$ cat src/rtl/exc_collect.sv
// Exception-tagging pipeline feeding CP0: one record per instruction from D to W,
// where the earliest detected exception wins and W is presented directly to CP0.
module exc_collect #(
  parameter int unsigned PC_W     = 32,
  parameter logic [4:0]  INT_CODE = 5'd0
) (
  input  logic            clk,
  input  logic            reset,
  input  logic            en_d,
  input  logic            en_e,
  input  logic            en_m,
  input  logic            en_w,
  input  logic            if_valid,
  input  logic [PC_W-1:0] if_pc,
  input  logic            id_ri,
  input  logic            id_sys,
  input  logic            id_bp,
  input  logic            id_eret,
  input  logic            id_is_branch,
  input  logic            ex_ov,
  input  logic            mem_load,
  input  logic            mem_store,
  input  logic [1:0]      mem_size,
  input  logic [PC_W-1:0] mem_addr,
  input  logic            exc_occur,
  output logic            mem_kill,
  output logic            cp0_valid,
  output logic [PC_W-1:0] cp0_pc,
  output logic [PC_W-1:0] cp0_badvaddr,
  output logic [4:0]      cp0_exccode,
  output logic            cp0_is_exc,
  output logic            cp0_is_in_ds,
  output logic            cp0_is_eret
);

  localparam logic [4:0] C_ADEL = 5'd4;
  localparam logic [4:0] C_ADES = 5'd5;
  localparam logic [4:0] C_SYS  = 5'd8;
  localparam logic [4:0] C_BP   = 5'd9;
  localparam logic [4:0] C_RI   = 5'd10;
  localparam logic [4:0] C_OV   = 5'd12;

  typedef struct packed {
    logic            valid;
    logic [PC_W-1:0] pc;
    logic            exc;
    logic [4:0]      code;
    logic [PC_W-1:0] badvaddr;
    logic            ds;
    logic            eret;
  } rec_t;

  rec_t r_d, r_e, r_m, r_w;
  rec_t w_d_nxt, w_e_nxt, w_m_nxt, w_w_nxt;
  logic w_mis;
  logic w_dae;

  // Bubbles carry no flags so an invalid W never shows a stale exception.
  function automatic rec_t f_pass(input rec_t src, input logic v);
    rec_t r;
    r       = src;
    r.valid = v;
    if (!v) begin
      r.exc  = 1'b0;
      r.ds   = 1'b0;
      r.eret = 1'b0;
    end
    return r;
  endfunction

  always_comb begin
    w_mis = ((mem_size == 2'd1) & mem_addr[0]) |
            ((mem_size == 2'd2) & (mem_addr[1:0] != 2'b00));
    w_dae = (mem_load | mem_store) & w_mis;
  end

  assign mem_kill = r_m.valid & (r_m.exc | w_dae);

  always_comb begin
    w_d_nxt          = '0;
    w_d_nxt.valid    = if_valid;
    w_d_nxt.pc       = if_pc;
    w_d_nxt.badvaddr = if_pc;
    w_d_nxt.ds       = if_valid & r_d.valid & id_is_branch;
    if (if_valid & (if_pc[1:0] != 2'b00)) begin
      w_d_nxt.exc  = 1'b1;
      w_d_nxt.code = C_ADEL;
    end
  end

  always_comb begin
    w_e_nxt = f_pass(r_d, r_d.valid & en_d);
    if (w_e_nxt.valid & ~w_e_nxt.exc) begin
      if (id_ri) begin
        w_e_nxt.exc  = 1'b1;
        w_e_nxt.code = C_RI;
      end else if (id_sys) begin
        w_e_nxt.exc  = 1'b1;
        w_e_nxt.code = C_SYS;
      end else if (id_bp) begin
        w_e_nxt.exc  = 1'b1;
        w_e_nxt.code = C_BP;
      end else if (id_eret) begin
        w_e_nxt.exc  = 1'b1;
        w_e_nxt.eret = 1'b1;
        w_e_nxt.code = INT_CODE;
      end
    end
  end

  always_comb begin
    w_m_nxt = f_pass(r_e, r_e.valid & en_e);
    if (w_m_nxt.valid & ~w_m_nxt.exc & ex_ov) begin
      w_m_nxt.exc  = 1'b1;
      w_m_nxt.code = C_OV;
    end
  end

  always_comb begin
    w_w_nxt = f_pass(r_m, r_m.valid & en_m);
    if (w_w_nxt.valid & ~w_w_nxt.exc & w_dae) begin
      w_w_nxt.exc      = 1'b1;
      w_w_nxt.code     = mem_load ? C_ADEL : C_ADES;
      w_w_nxt.badvaddr = mem_addr;
    end
  end

  // Flush only needs valid/exc/ds/eret cleared; clearing everything keeps it identical to reset.
  always_ff @(posedge clk) begin
    if (reset | exc_occur) begin
      r_d <= '0;
      r_e <= '0;
      r_m <= '0;
      r_w <= '0;
    end else begin
      if (en_d) r_d <= w_d_nxt;
      if (en_e) r_e <= w_e_nxt;
      if (en_m) r_m <= w_m_nxt;
      if (en_w) r_w <= w_w_nxt;
    end
  end

  assign cp0_valid    = r_w.valid;
  assign cp0_pc       = r_w.pc;
  assign cp0_badvaddr = r_w.badvaddr;
  assign cp0_exccode  = r_w.code;
  assign cp0_is_exc   = r_w.exc;
  assign cp0_is_in_ds = r_w.ds;
  assign cp0_is_eret  = r_w.eret;

endmodule

$ cat config.mk
export PLATFORM = sky130hd
export DESIGN_NAME = exc_collect
export DESIGN_NICKNAME = d
export VERILOG_FILES = /design/src/rtl/exc_collect.sv
export SDC_FILE = /design/constraint.sdc
export NUM_CORES = 1
export LEC_CHECK = 0
export CAP_MARGIN = 20
export CORE_UTILIZATION = 54
export DETAILED_ROUTE_END_ITERATION = 16
export GPL_TIMING_DRIVEN = 0
export PLACE_DENSITY = 0.93
export SYNTH_ARGS = -nofsm -noshare
export SYNTH_HDL_FRONTEND = slang
export SYNTH_SLANG_ARGS = --single-unit
export TNS_END_PERCENT = 1
$ cat constraint.sdc
create_clock -name clk -period 3.1 [get_ports clk]
set_input_delay 0.775 -clock clk [delete_from_list [all_inputs] [get_ports clk]]
set_output_delay 0.775 -clock clk [all_outputs]
set_load 0.05 [all_outputs]
==> results.toml <==
[sta]
timing.final.crit_period_ns = 3.05
hold_violations = 0
rsz0062_at_grt = "false"
skew_ns = 0.00802
finalSetupViolations = 0
worst_slack_ns = 0.0523
drv_slew = 0
worst_pin_slew_ns = 0.938
timing.fmax_ghz = 0.328
fin_crit_sh = 0.983
slew_headroom = 0.374

[clock_tree]
clockBufferDepth = 2
numCtsBuffers = 17
htree_levels = 4
cts.sinks = 187
hold_buffers = 0
clock_latency_ns = 0.43
root_buffer = "clkbuf_16"
cts_tree = "built"
clk_pin_slew_ns = 0.07

[pwr]
p_sw_frac = 0.230
seqPwrFrac = 0.474
pwr-share-comb = 0.090
clockPowerShare = 0.436
ir_worst_vdd_uv = 416
p_leak_nw = 3.54
p_per_area_mw_per_mm2 = 551
p_sw_mw = 1.19
p_int_mw = 3.99

[yosys]
syn-cell-area_mm2 = 0.00705
synth_edf_count = 0
ys_seq_area_frac = 0.531
synth_seq_cells = 187
syn_inst = 729
ys_types = 40
yosysWarningCount = 0
ys.flop_type = "dfxtp_1"
async_flop_share = 0
synth.avg_cell_area_um2 = 9.67
syn_nets = 811

[cells_and_area]
final_cell_area_mm2 = 0.00941
synthToLayoutAreaGrowth_pct = 33.5
multi_input_area_mm2 = 0.00303
nets = 982
antennaDiodeCount = 0
ff_latch_area_mm2 = 0.00374
drive_gt1_frac = 0.0581
fillers = 863

[grt]
grt_pass1_wl_um = 30600
grtUsageTotal = 0.302
antenna_found_initial = 0
gr-total-overflow = 0
grt_start_max_net_pins = 17
grt_pass1_vias = 6030

[critical_path]
slowest_stage = "clkdlybuf4s50_1"
endpoint = "mem_kill"
worstSetupPathType = "primary input to output port"
r2r-start = "r_m[72]$_SDFFE_PP0P_"
ff2ff_setup_slack_ns = 1.17
cp_max_fo = 3
crit_path_start = "mem_addr[0]"
cp.arrival_ns = 2.27
r2r-end = "cp0_badvaddr[18]$_SDFFE_PP0P_"
worstPathRequired_ns = 2.32
startpoint_type = "primary input"
path_cells = "clkdlybuf4s50_1 > nor2_1 > nor4_4 > buf_6 > o21a_1 > buf_4"
crit_path_end_kind = "output port"
reg2reg_depth = 5
critPathMaxStageDelay_ns = 0.55

[floorplanning]
initial_core_util = 0.556
fp.dieArea_mm2 = 0.0135
core-area_mm2 = 0.0127
die_height_um = 116
ios = 156
row_count = 41
die_w_um = 116

[placed_design]
place_area_mm2 = 0.00877
dp_hpwl_um = 13600
place_ws_ns = -0.956
place_congestion = 0.829
port_buffers = 150

[route]
finalWirelength_um = 19600
viasPerCell = 5.59
avgRoutedWirePerCell_um = 18.1
drt-pass1-iter-count = 5
ant_nets = 0
vias = 6064
route.detailed.drc = 0
drtIter0Drc = 412

[job]
cap_viol_max_count = 0

[run_status]
status = "complete, no violations"

[min_path]
hp-class = "flop to flop"
holdPathStages = 2
[cell usage after synthesis, types with 2 or more instances]
library cell    n  area, um^2
clkbuf_1       44         165
buf_6           3        33.8
mux2i_1       131        1310
a22oi_1         2        15.0
nand4_1         6        37.5
a31oi_1        32         200
nor2b_1         3        18.8
o21ai_1        32         160
nand2b_1       12        75.1
buf_1           6        22.5
o221a_2         2        22.5
nand4b_1        2        17.5
nand2_1         7        26.3
o21ai_0        33         165
nor2_1        140         526
dfxtp_1       187        3740
nand3_1        35         175
buf_2           9        45.0
a21oi_1        20         100
o211ai_2        2        25.0
nand3b_1        2        15.0
[worst min-delay path by stage]
stage                              from                       end  slack, ns
6_report       cp0_is_eret$_SDFFE_PP0P_  cp0_is_eret$_SDFFE_PP0P_       0.47
5_1_grt        cp0_is_eret$_SDFFE_PP0P_  cp0_is_eret$_SDFFE_PP0P_       0.50
4_1_cts        cp0_is_eret$_SDFFE_PP0P_  cp0_is_eret$_SDFFE_PP0P_       0.47
3_5_place_dp   cp0_is_eret$_SDFFE_PP0P_  cp0_is_eret$_SDFFE_PP0P_       0.46
3_3_place_gp        r_e[1]$_SDFFE_PP0P_       r_e[1]$_SDFFE_PP0P_       0.45
2_1_floorplan       r_e[0]$_SDFFE_PP0P_       r_e[0]$_SDFFE_PP0P_       0.44
[cell type report]
cell class | instances | share of cell area
well taps | 172 | 0.0229
multi-input cells | 478 | 0.322
clock buffers | 22 | 0.0515
flip-flops and latches | 187 | 0.398
plain buffers | 63 | 0.0298
repair buffers | 152 | 0.161
inverters | 1 | 0.000399
clock inverters | 10 | 0.0148
[metrics by stage]
step / hold WS (ns) / power (mW) / TNS, ns / utilization / cells
final: 0.472 / 5.18 / 0 / 0.742 / 1085
after global routing: 0.501 / 5.32 / 0 / 0.742 / 1085
after CTS: 0.472 / 5.18 / 0 / 0.742 / 1084
after detailed placement: 0.464 / 2.96 / -0.956 / 0.692 / 1051
after global placement: 0.453 / 2.96 / -0.946 / 0.692 / 1051
after floorplan: 0.440 / 2.76 / 0 / - / 729
[power groups by stage]
stage                     Combinational, mW  Sequential [mW]  Clock, mW
after floorplan                       0.210             2.55          0
after detailed placement              0.456             2.51          0
after global placement                0.450             2.51          0
final                                 0.468             2.45       2.26
after global routing                  0.496             2.46       2.37
after CTS                             0.464             2.45       2.27
[timing repair]
action                     in CTS  in global routing
setup endpoints to repair       1                  1
resized for setup               8                  0
setup buffers                   1                  1
pin swaps                       1                  0
[critical path, delay by kind of cell]
family                 cells  cell delay [ns]
AO/OA/AOI/OAI              1             0.15
buffers and inverters      3             0.91
AND/OR/NAND/NOR            2             0.44
[registers in the layout, summed over array words and instances, names as in the netlist]
name,cells
cp0_valid,1
cp0_is_eret,1
cp0_badvaddr,32
r_e,40
cp0_pc,32
r_m,40
cp0_exccode,4
r_d,35
cp0_is_in_ds,1
cp0_is_exc,1
[cell usage in the layout, fill, tap and decap left out, types with 3 or more instances in the layout]
cell             count
clkbuf_1            45
buf_2                8
dfxtp_1            187
clkinvlp_4           4
nand2_1              7
clkdlybuf4s50_1    149
nand3_1             35
clkbuf_8             4
nor2b_1              3
a21oi_1             20
buf_4                4
nand2b_1            12
nor2_1             140
nand4_1              6
o21ai_0             33
buf_6                4
clkbuf_16           17
mux2i_1            131
o21ai_1             32
buf_1                6
bufinv_16            3
a31oi_1             32
[logic make-up (layout without fill, tap and decap cells)]
logic type,count (synthesis),count (layout),share of synthesized area
xor gates and xnor gates,1,1,0.00124
other,1,1,0.000532
muxes,131,131,0.186
DFF,187,187,0.531
and+or+nand+nor,215,215,0.136
buffers and inverters,64,248,0.0394
AOI/OAI and AO/OA,130,130,0.106
[per-layer routing]
metal,vias to the layer above,wire [um],track usage
li1,2877,-,-
met1,2880,8190,0.372
met2,243,9500,0.492
met3,64,1120,0.0602
met4,0,827,0.173
met5,-,0,0
No activity file was read; power rests on OpenSTA's default activity.
